===== src/rtl/mm_pkg.sv =====
// Shared types, dimension-word addresses, region limits and error codes for the
// matrix-multiply job controller.
package mm_pkg;

    typedef enum logic [2:0] {
        ST_IDLE,
        ST_CHK,
        ST_VAL,
        ST_RUN,
        ST_DONE
    } state_e;

    typedef enum logic [1:0] {
        OWN_CPU,
        OWN_CTRL,
        OWN_MM
    } owner_e;

    localparam logic [15:0] DIM_R_ADDR = 16'h0000;
    localparam logic [15:0] DIM_K_ADDR = 16'h0004;
    localparam logic [15:0] DIM_N_ADDR = 16'h0008;

    localparam logic [15:0] LIM_RK = 16'd5120;
    localparam logic [15:0] LIM_KN = 16'd4096;
    localparam logic [15:0] LIM_RN = 16'd6144;

    localparam logic [1:0] ERR_OK  = 2'd0;
    localparam logic [1:0] ERR_DIM = 2'd1;
    localparam logic [1:0] ERR_TMO = 2'd2;

    // Low-byte part of the dimension check; the caller verifies bits [31:8] are zero.
    function automatic logic dims_ok(input logic [7:0] r, input logic [7:0] k, input logic [7:0] n);
        logic [15:0] rk;
        logic [15:0] kn;
        logic [15:0] rn;
        rk = 16'(r) * 16'(k);
        kn = 16'(k) * 16'(n);
        rn = 16'(r) * 16'(n);
        return (r != 8'd0) && (k != 8'd0) && (n != 8'd0) &&
               (rk <= LIM_RK) && (kn <= LIM_KN) && (rn <= LIM_RN);
    endfunction

    function automatic owner_e owner_of(input state_e s);
        case (s)
            ST_CHK, ST_VAL: return OWN_CTRL;
            ST_RUN:         return OWN_MM;
            default:        return OWN_CPU;
        endcase
    endfunction

endpackage


===== src/rtl/mm_ctrl_if.sv =====
// CPU bus between the bus slave (master side here) and the job controller.
interface mm_ctrl_if #(
    parameter int ADDR_W = 16,
    parameter int DATA_W = 32
);
    logic              cpu_req;
    logic              cpu_we;
    logic [ADDR_W-1:0] cpu_addr;
    logic [DATA_W-1:0] cpu_wdata;
    logic              cpu_ack;
    logic [DATA_W-1:0] cpu_rdata;

    modport master (output cpu_req, cpu_we, cpu_addr, cpu_wdata, input cpu_ack, cpu_rdata);
    modport slave  (input cpu_req, cpu_we, cpu_addr, cpu_wdata, output cpu_ack, cpu_rdata);
endinterface


===== src/rtl/mm_mem_mux.sv =====
// Combinational SRAM owner select: routes the granted requester onto the mem_* port
// and gates the read-data returns to the CPU and the accelerator.
module mm_mem_mux
    import mm_pkg::*;
#(
    parameter int ADDR_W = 16,
    parameter int DATA_W = 32
) (
    input  owner_e            owner,
    input  logic              cpu_req,
    input  logic              cpu_we,
    input  logic [ADDR_W-1:0] cpu_addr,
    input  logic [DATA_W-1:0] cpu_wdata,
    input  logic              cpu_ack,
    input  logic [ADDR_W-1:0] ctrl_addr,
    input  logic [ADDR_W-1:0] mm_addr,
    input  logic              mm_wen,
    input  logic [DATA_W-1:0] mm_wdata,
    input  logic [DATA_W-1:0] mem_rdata,
    output logic [ADDR_W-1:0] mem_addr,
    output logic              mem_wen,
    output logic [DATA_W-1:0] mem_wdata,
    output logic [DATA_W-1:0] cpu_rdata,
    output logic [DATA_W-1:0] mm_rdata
);
    always_comb begin
        mem_addr  = '0;
        mem_wen   = 1'b0;
        mem_wdata = '0;
        mm_rdata  = '0;
        case (owner)
            OWN_CPU: begin
                if (cpu_req) begin
                    mem_addr  = cpu_addr;
                    mem_wen   = cpu_we;
                    mem_wdata = cpu_wdata;
                end
            end
            OWN_CTRL: mem_addr = ctrl_addr;
            OWN_MM: begin
                mem_addr  = mm_addr;
                mem_wen   = mm_wen;
                mem_wdata = mm_wdata;
                mm_rdata  = mem_rdata;
            end
            default: ;
        endcase
    end

    // Follows the ack, not the owner, so a read granted just before a hand-over still returns data.
    assign cpu_rdata = cpu_ack ? mem_rdata : '0;

endmodule


===== src/rtl/mm_ctrl.sv =====
// Matrix-multiply job controller and SRAM arbiter.
// Optional watchdog on the RUN phase is built when MM_CTRL_TIMEOUT_EN is defined.
module mm_ctrl
    import mm_pkg::*;
#(
    parameter int ADDR_W = 16,
    parameter int DATA_W = 32,
    parameter int TMO_W  = 20
) (
    input  logic              clk,
    input  logic              rst,
    input  logic              start,
    input  logic              irq_clr,
    output logic              busy,
    output logic              irq,
    output logic [1:0]        err,
    mm_ctrl_if.slave          cpu,
    output logic              mm_run,
    input  logic [ADDR_W-1:0] mm_addr,
    input  logic              mm_wen,
    input  logic [DATA_W-1:0] mm_wdata,
    output logic [DATA_W-1:0] mm_rdata,
    input  logic              mm_int,
    output logic [ADDR_W-1:0] mem_addr,
    output logic              mem_wen,
    output logic [DATA_W-1:0] mem_wdata,
    input  logic [DATA_W-1:0] mem_rdata
);
    state_e            state_q, state_d;
    logic [1:0]        rd_idx_q, rd_idx_d;
    logic              busy_q, busy_d;
    logic              irq_q, irq_d;
    logic [1:0]        err_q, err_d;
    logic              mm_run_q, mm_run_d;
    logic              cpu_ack_q, cpu_ack_d;
    logic [ADDR_W-1:0] ctrl_addr;
    logic              dims_valid;
    logic              tmo_expired;
    owner_e            owner;

    assign owner = owner_of(state_q);

    // R and K are captured the cycle after their reads; N is still on mem_rdata during VAL.
    for (genvar gi = 0; gi < 2; gi++) begin : g_dim
        logic [DATA_W-1:0] dim_q, dim_d;
        always_comb begin
            dim_d = dim_q;
            if (state_q == ST_CHK && rd_idx_q == 2'(gi + 1))
                dim_d = mem_rdata;
        end
        always_ff @(posedge clk) begin
            if (rst) dim_q <= '0;
            else     dim_q <= dim_d;
        end
    end

    assign dims_valid = ~|g_dim[0].dim_q[DATA_W-1:8] && ~|g_dim[1].dim_q[DATA_W-1:8] &&
                        ~|mem_rdata[DATA_W-1:8] &&
                        dims_ok(g_dim[0].dim_q[7:0], g_dim[1].dim_q[7:0], mem_rdata[7:0]);

    always_comb begin
        case (rd_idx_q)
            2'd0:    ctrl_addr = ADDR_W'(DIM_R_ADDR);
            2'd1:    ctrl_addr = ADDR_W'(DIM_K_ADDR);
            default: ctrl_addr = ADDR_W'(DIM_N_ADDR);
        endcase
    end

`ifdef MM_CTRL_TIMEOUT_EN
    logic [TMO_W-1:0] tmo_q, tmo_d;
    always_comb begin
        tmo_d       = (state_q == ST_RUN) ? tmo_q + TMO_W'(1) : '0;
        tmo_expired = (state_q == ST_RUN) && (tmo_d == '1);
    end
    always_ff @(posedge clk) begin
        if (rst) tmo_q <= '0;
        else     tmo_q <= tmo_d;
    end
`else
    assign tmo_expired = 1'b0;
`endif

    always_comb begin
        state_d  = state_q;
        rd_idx_d = rd_idx_q;
        err_d    = err_q;
        case (state_q)
            ST_IDLE: if (start) begin
                state_d  = ST_CHK;
                rd_idx_d = 2'd0;
                err_d    = ERR_OK;
            end
            ST_CHK: begin
                rd_idx_d = rd_idx_q + 2'd1;
                if (rd_idx_q == 2'd2) begin
                    state_d  = ST_VAL;
                    rd_idx_d = 2'd0;
                end
            end
            ST_VAL: begin
                if (dims_valid) begin
                    state_d = ST_RUN;
                end else begin
                    state_d = ST_DONE;
                    err_d   = ERR_DIM;
                end
            end
            ST_RUN: begin
                if (mm_int) begin
                    state_d = ST_DONE;
                end else if (tmo_expired) begin
                    state_d = ST_DONE;
                    err_d   = ERR_TMO;
                end
            end
            ST_DONE: if (irq_clr) state_d = ST_IDLE;
            default: state_d = ST_IDLE;
        endcase
        busy_d    = (state_d == ST_CHK) || (state_d == ST_VAL) || (state_d == ST_RUN);
        irq_d     = (state_d == ST_DONE);
        mm_run_d  = (state_d == ST_RUN);
        cpu_ack_d = cpu.cpu_req && (owner == OWN_CPU);
    end

    always_ff @(posedge clk) begin
        if (rst) begin
            state_q   <= ST_IDLE;
            rd_idx_q  <= 2'd0;
            busy_q    <= 1'b0;
            irq_q     <= 1'b0;
            err_q     <= ERR_OK;
            mm_run_q  <= 1'b0;
            cpu_ack_q <= 1'b0;
        end else begin
            state_q   <= state_d;
            rd_idx_q  <= rd_idx_d;
            busy_q    <= busy_d;
            irq_q     <= irq_d;
            err_q     <= err_d;
            mm_run_q  <= mm_run_d;
            cpu_ack_q <= cpu_ack_d;
        end
    end

    assign busy        = busy_q;
    assign irq         = irq_q;
    assign err         = err_q;
    assign mm_run      = mm_run_q;
    assign cpu.cpu_ack = cpu_ack_q;

    mm_mem_mux #(.ADDR_W(ADDR_W), .DATA_W(DATA_W)) u_mux (
        .owner     (owner),
        .cpu_req   (cpu.cpu_req),
        .cpu_we    (cpu.cpu_we),
        .cpu_addr  (cpu.cpu_addr),
        .cpu_wdata (cpu.cpu_wdata),
        .cpu_ack   (cpu_ack_q),
        .ctrl_addr (ctrl_addr),
        .mm_addr   (mm_addr),
        .mm_wen    (mm_wen),
        .mm_wdata  (mm_wdata),
        .mem_rdata (mem_rdata),
        .mem_addr  (mem_addr),
        .mem_wen   (mem_wen),
        .mem_wdata (mem_wdata),
        .cpu_rdata (cpu.cpu_rdata),
        .mm_rdata  (mm_rdata)
    );

endmodule


===== src/flat_wrapper.sv =====
// flat-port wrapper written by rule: the top's interface ports become plain ports
module mm_ctrl_flat import mm_pkg::*;
#(
    parameter int ADDR_W = 16,
    parameter int DATA_W = 32,
    parameter int TMO_W  = 20
)
  (clk, rst, start, irq_clr, busy, irq, err, mm_run, mm_addr, mm_wen, mm_wdata, mm_rdata, mm_int, mem_addr, mem_wen, mem_wdata, mem_rdata, cpu_cpu_req, cpu_cpu_we, cpu_cpu_addr, cpu_cpu_wdata, cpu_cpu_ack, cpu_cpu_rdata);
  mm_ctrl_if #(.ADDR_W(ADDR_W), .DATA_W(DATA_W)) cpu_i ();
  input  logic clk;
  input  logic rst;
  input  logic start;
  input  logic irq_clr;
  output logic busy;
  output logic irq;
  output logic [1:0] err;
  output logic mm_run;
  input  logic [ADDR_W-1:0] mm_addr;
  input  logic mm_wen;
  input  logic [DATA_W-1:0] mm_wdata;
  output logic [DATA_W-1:0] mm_rdata;
  input  logic mm_int;
  output logic [ADDR_W-1:0] mem_addr;
  output logic mem_wen;
  output logic [DATA_W-1:0] mem_wdata;
  input  logic [DATA_W-1:0] mem_rdata;
  input wire logic [$bits(cpu_i.cpu_req)-1:0] cpu_cpu_req;
  input wire logic [$bits(cpu_i.cpu_we)-1:0] cpu_cpu_we;
  input wire logic [$bits(cpu_i.cpu_addr)-1:0] cpu_cpu_addr;
  input wire logic [$bits(cpu_i.cpu_wdata)-1:0] cpu_cpu_wdata;
  output wire logic [$bits(cpu_i.cpu_ack)-1:0] cpu_cpu_ack;
  output wire logic [$bits(cpu_i.cpu_rdata)-1:0] cpu_cpu_rdata;
  assign cpu_i.cpu_req = cpu_cpu_req;
  assign cpu_i.cpu_we = cpu_cpu_we;
  assign cpu_i.cpu_addr = cpu_cpu_addr;
  assign cpu_i.cpu_wdata = cpu_cpu_wdata;
  assign cpu_cpu_ack = cpu_i.cpu_ack;
  assign cpu_cpu_rdata = cpu_i.cpu_rdata;
  mm_ctrl #(.ADDR_W(ADDR_W), .DATA_W(DATA_W), .TMO_W(TMO_W)) u_core (.clk(clk), .rst(rst), .start(start), .irq_clr(irq_clr), .busy(busy), .irq(irq), .err(err), .cpu(cpu_i), .mm_run(mm_run), .mm_addr(mm_addr), .mm_wen(mm_wen), .mm_wdata(mm_wdata), .mm_rdata(mm_rdata), .mm_int(mm_int), .mem_addr(mem_addr), .mem_wen(mem_wen), .mem_wdata(mem_wdata), .mem_rdata(mem_rdata));
endmodule

===== config.mk =====
export PLATFORM = sky130hd
export DESIGN_NAME = mm_ctrl_flat
export DESIGN_NICKNAME = d
export VERILOG_FILES = /design/src/rtl/mm_pkg.sv /design/src/rtl/mm_ctrl_if.sv /design/src/rtl/mm_mem_mux.sv /design/src/rtl/mm_ctrl.sv /design/src/flat_wrapper.sv
export SDC_FILE = /design/constraint.sdc
export NUM_CORES = 1
export LEC_CHECK = 0
export ABC_AREA = 1
export CAP_MARGIN = 20
export CORE_MARGIN = 2
export CORE_UTILIZATION = 50
export DETAILED_ROUTE_END_ITERATION = 7
export DONT_BUFFER_PORTS = 1
export SYNTH_ARGS = -nofsm -noshare
export SYNTH_HDL_FRONTEND = slang
export SYNTH_HIERARCHICAL = 1
export SYNTH_SLANG_ARGS = --single-unit

===== constraint.sdc =====
create_clock -name clk -period 13.2 [get_ports clk]
set_input_delay 0.66 -clock clk [delete_from_list [all_inputs] [get_ports clk]]
set_output_delay 0.66 -clock clk [all_outputs]
set_load 0.005 [all_outputs]

# Word level (Yosys, flattened, before mapping)
# Index checks and enable logic that the tools add are counted.
# word_totals
out_inout_bits,119
word_cells,81
regBits,75
# classes
multipliers,3
magnitude_cmp,3
reduce_logical,30
muxes,21
add_sub_neg,1
eq_ne,14
# op_table
cell,n
$mux 32,3
$reduce_or 24->1,3
$pmux 32 s2,1
$le 16x13->1 const B,3
$mul 8x8->16,3
$pmux 16 s3,1
$reduce_bool 8->1,3
$mux 16,1
$mux 3,5
$pmux 3 s5,1
$eq 3x2->1 const B,4
$pmux 2 s2,3
$logic_and 1x1->1,11
$pmux 4 s2,1
$eq 3x1->1 const B,2
$eq 3x3->1 const B,2
$mux 2,3
$eq 2x1->1 const B,2
$eq 2x2->1 const B,2
$logic_not 2->1,2
$ne 2x2->1 const B,2
$reduce_bool 2->1,2
$logic_not 1->1,3
$logic_not 3->1,1
7 further kinds,8

# Longest topological paths before layout
# depth
ltp_word,12
depth_mapped,29
ltp_nobuf,27

# Cells and area by module
# Netlist, hierarchy kept.
# by_module_without_submodules
module,n_inst,area_per_inst_um2,cells_per_inst
mm_ctrl,1,9963.3,1490
mm_mem_mux,1,1537.7,353

# Least setup slack after synthesis
# No wires, ideal clock.
# synth_timing
path_type,input port to flip-flop
start,input port mem_rdata[7]
end,"register u_core.mm_run_q, in the netlist u_core/mm_run"
required_ns,13.144
arrival_ns,4.888
slack_ns,8.256
n_path_buf,2
cell_stages,24
setup_ns,0.056
path_cell_list,buf_2 buf_1 nand2_1 fa_1 fa_1 inv_1 fa_1 inv_1 fa_1 inv_1 ha_1 a21oi_2 nor2_1 nor2_1 nand2_1 nand2_1 nand3_1 nand2_1 nand4_1 nor2_2 nand3_2 o21ai_1 nand2_1 inv_1
# synth_between
elab_chain_cells,9
# synth_lines
element,line,source
from (decl),flat_wrapper.sv:26,input logic [DATA_W-1:0] mem_rdata;
"parallel branches: the longest is 4 deep, another holds $mul 8x8->16",--,
$logic_and 1x1->1 (*),mm_pkg.sv:40,(rk <= LIM_RK) && (kn <= LIM_KN) && (rn <= LIM_RN);
$logic_and 1x1->1 (*),mm_ctrl.sv:58,~|mem_rdata[DATA_W-1:8] &&
$mux 3 (*),mm_ctrl.sv:101,if (dims_valid) begin
$pmux 3 s5 (*),mm_ctrl.sv:87,case (state_q)
$eq 3x2->1 (*),mm_ctrl.sv:121,mm_run_d = (state_d == ST_RUN);
to (signal assigned),mm_ctrl.sv:140,mm_run_q <= mm_run_d;
to (decl),mm_ctrl.sv:34,"logic mm_run_q, mm_run_d;"
# Every way passes the cells marked *.
# A chain may end at the register's enable or synchronous reset.

# Final worst setup path
# layout_timing
start,register u_core.g_dim[1].dim_q[3]
end,"register u_core.mm_run_q, in the netlist u_core/mm_run"
# layout_between
elab_chain_cells,10
# layout_lines
element,line,source
from (decl),mm_ctrl.sv:45,"logic [DATA_W-1:0] dim_q, dim_d;"
from (signal assigned),mm_ctrl.sv:53,else dim_q <= dim_d;
"parallel branches: the longest is 4 deep, another holds $mul 8x8->16",--,
$logic_and 1x1->1 (*) (2 in a row),mm_pkg.sv:40,
$logic_and 1x1->1 (*),mm_ctrl.sv:58,
$mux 3 (*),mm_ctrl.sv:101,
$pmux 3 s5 (*),mm_ctrl.sv:87,
$eq 3x2->1 (*),mm_ctrl.sv:121,
# Marked as above.

==> results.json <==
{
  "status": "complete, no violations",
  "dr.pass1.iters": 8,
  "cts_setup_buffers": 0,
  "synth_ff_type": "dfxtp_1",
  "numCtsBuffers": 9,
  "finalCriticalPeriod_ns": 5.11,
  "n_antenna_cell": 0,
  "drt-initial-drc-count": 624,
  "leakage_nw": 7.29,
  "setup_tns_ns": 0,
  "fin_skew_ns": 0.00679,
  "clkSlewWorstSetupHoldPaths_ns": 0.06,
  "antenna_found_initial": 0,
  "vias_per_cell": 5.00,
  "whs_ns": 0.385,
  "post-place-ws_ns": 8.12,
  "drcViolationCount": 0,
  "fp.coreArea_um2": 22600,
  "critPathLaunchType": "flip-flop",
  "grt_pass1_wl_um": 47700,
  "hold_depth": 1,
  "finalNetCount": 2130,
  "finalCritPeriodShare": 0.387,
  "grt_max_degree": 68,
  "hp-class": "input port to flip-flop",
  "r2r_setup_slack_ns": 8.09,
  "synth.avg_cell_area_um2": 6.24,
  "setup_violations": 0,
  "placementRows": 55,
  "end_kind": "flip-flop",
  "post-layout-total-power_mw": 0.615,
  "synthCells": 1843,
  "tightest_slew_ns": 0.977,
  "cts-htree-levels": 3,
  "ir_worst_vdd_uv": 71.8,
  "yosys-top-cells-area": "fa_1, nand2_1, inv_1",
  "postRouteAntennaNets": 0,
  "initial_core_util": 0.508,
  "port_buffers": 0,
  "final-hold-violation-count": 0,
  "wl_per_cell_um": 14.2,
  "cts_hold_repair.buffers": 0,
  "rsz0062_at_grt": "false",
  "cts_tree": "built",
  "die_y_um": 156,
  "clkLatencyLatePin_ns": 0.34,
  "grt.total_usage": 0.242,
  "wl_um": 29300,
  "layout-drive-gt1-share": 0.0280,
  "reg2reg_depth": 19,
  "drv_cap": 0,
  "synth_area_um2": 11500,
  "cp.arrival_ns": 5.39,
  "yosys_warnings": 6,
  "grt_pass1_vias": 9766,
  "critPathMaxFanout": 18,
  "cts_root_buf": "clkbuf_16",
  "cts_resized": 0,
  "synth_edf_count": 0,
  "power_density_nw_per_um2": 52.1,
  "crit_required_ns": 13.49,
  "slew_viol_final": 0,
  "clock_path_buffers": 2,
  "numClockSinks": 74,
  "dieArea_um2": 24200,
  "critPathKind": "flip-flop to flip-flop",
  "yosys.area.top_type": "fa_1",
  "die_x_um": 156,
  "relSlewSlack": 0.347,
  "io_pins": 255,
  "synth_cell_types": 41,
  "async_flop_share": 0,
  "fin_ws_ns": 8.09,
  "overflow": 0,
  "ys_ff_latch": 74,
  "dpl.hpwl_um": 22600,
  "area_growth_pct": 2.69,
  "dpl_cell_area_um2": 11500,
  "fmax_mhz": 196,
  "fin_area_um2": 11800,
  "synth_top_area_frac": 0.188,
  "seq_area_frac_synth": 0.129,
  "route.vias.total": 10346,
  "place_congestion": 0.863
}
-- cell families after synthesis --
family / after synthesis / share of synthesized area
fa+ha+maj: 216 / 0.305
simple gates: 887 / 0.316
compound gates: 129 / 0.0594
xor+xnor: 11 / 0.00838
flops: 74 / 0.129
buf+inv: 525 / 0.181
other cells: 1 / 0.000326
-- registers in the layout, summed over array words and instances (netlist names) --
| name | flops |
|---|---|
| u_core/g_dim.dim_q | 64 |
| u_core/state_q | 3 |
| u_core/mm_run | 1 |
| u_core/irq | 1 |
| u_core/rd_idx_q | 2 |
| u_core/err | 1 |
| u_core/busy | 1 |
| u_core/cpu.cpu_ack | 1 |
-- report_power, final --
part           internal, mW  total [mW]  switching (mW)
clock network         0.149       0.251           0.102
logic                0.0443       0.121          0.0767
registers             0.231       0.243          0.0122
-- layer usage --
layer  track usage  share of wire  vias to the layer above
li1              -              -                     5294
met1         0.319           0.44                     4747
met2         0.421           0.49                      280
met3        0.0361          0.049                       25
met4        0.0555          0.014                        0
met5             0              0                        -
-- cells in the final DEF (no fill, tap or decap), drive strengths merged, types with 4 or more instances in the layout --
master | netlist | final
nor3 | 5 | 5
xor2 | 7 | 7
a21oi | 48 | 48
nand4 | 14 | 14
o21ai | 72 | 72
nand3 | 128 | 128
buf | 53 | 5
nand3b | 4 | 4
nand2 | 502 | 502
xnor2 | 4 | 4
clkbuf | 42 | 10
conb | 1 | 15
fa | 108 | 108
inv | 430 | 432
nor2 | 230 | 230
dfxtp | 74 | 74
ha | 108 | 108
-- synth_stat cells (all sizes together), types with 2 or more instances --
master and count:
fa 108, ha 108, dfxtp 74, xnor2 4
inv 430, nand3 128, or2 2, clkbuf 42
nor2 230, a21oi 48, xor2 7, a21o 2
nand4 14, o21bai 2, nand3b 4, nor3 5
o21ai 72, buf 53, nand2 502, a31oi 2
-- critical path, stage by stage, from the launching register on --
cell	delay [ns]
dfxtp_1	0.86
nand2_1	0.16
fa_1	0.52
fa_1	0.52
fa_1	0.54
inv_1	0.05
fa_1	0.47
ha_1	0.37
nand2_1	0.11
inv_1	0.05
a21oi_2	0.17
nand2_2	0.10
a21oi_1	0.17
xor2_1	0.27
nand2_1	0.10
nor2_2	0.21
nand3_2	0.13
o21ai_1	0.10
nand2_1	0.06
inv_1	0.06
-- worst paths after layout --
kind,start,to
setup / recovery,u_core/g_dim[1].dim_q[3],u_core/mm_run
hold / removal,rst,u_core/err[0]
setup reg to reg,u_core/g_dim[1].dim_q[3],u_core/mm_run
hold reg to reg,u_core/g_dim[0].dim_q[11],u_core/g_dim[0].dim_q[11]
-- metrics by stage --
step / cells / util
floorplan: 1857 / -
detailed placement: 2051 / 0.507
global route: 2068 / 0.522
CTS: 2067 / 0.520
finish: 2068 / 0.522
global placement: 2051 / 0.507
-- final cells by class --
cell class	count	area (µm²)
Timing Repair Buffer	5	57.6
Inverter	430	1620
Fill cell	2334	10800
Multi-Input combinational cell	1258	7990
Tap cell	285	357
Clock inverter	6	75.1
Sequential cell	74	1480
Clock buffer	10	229
Note: power is estimated with default switching activity, not from simulation.
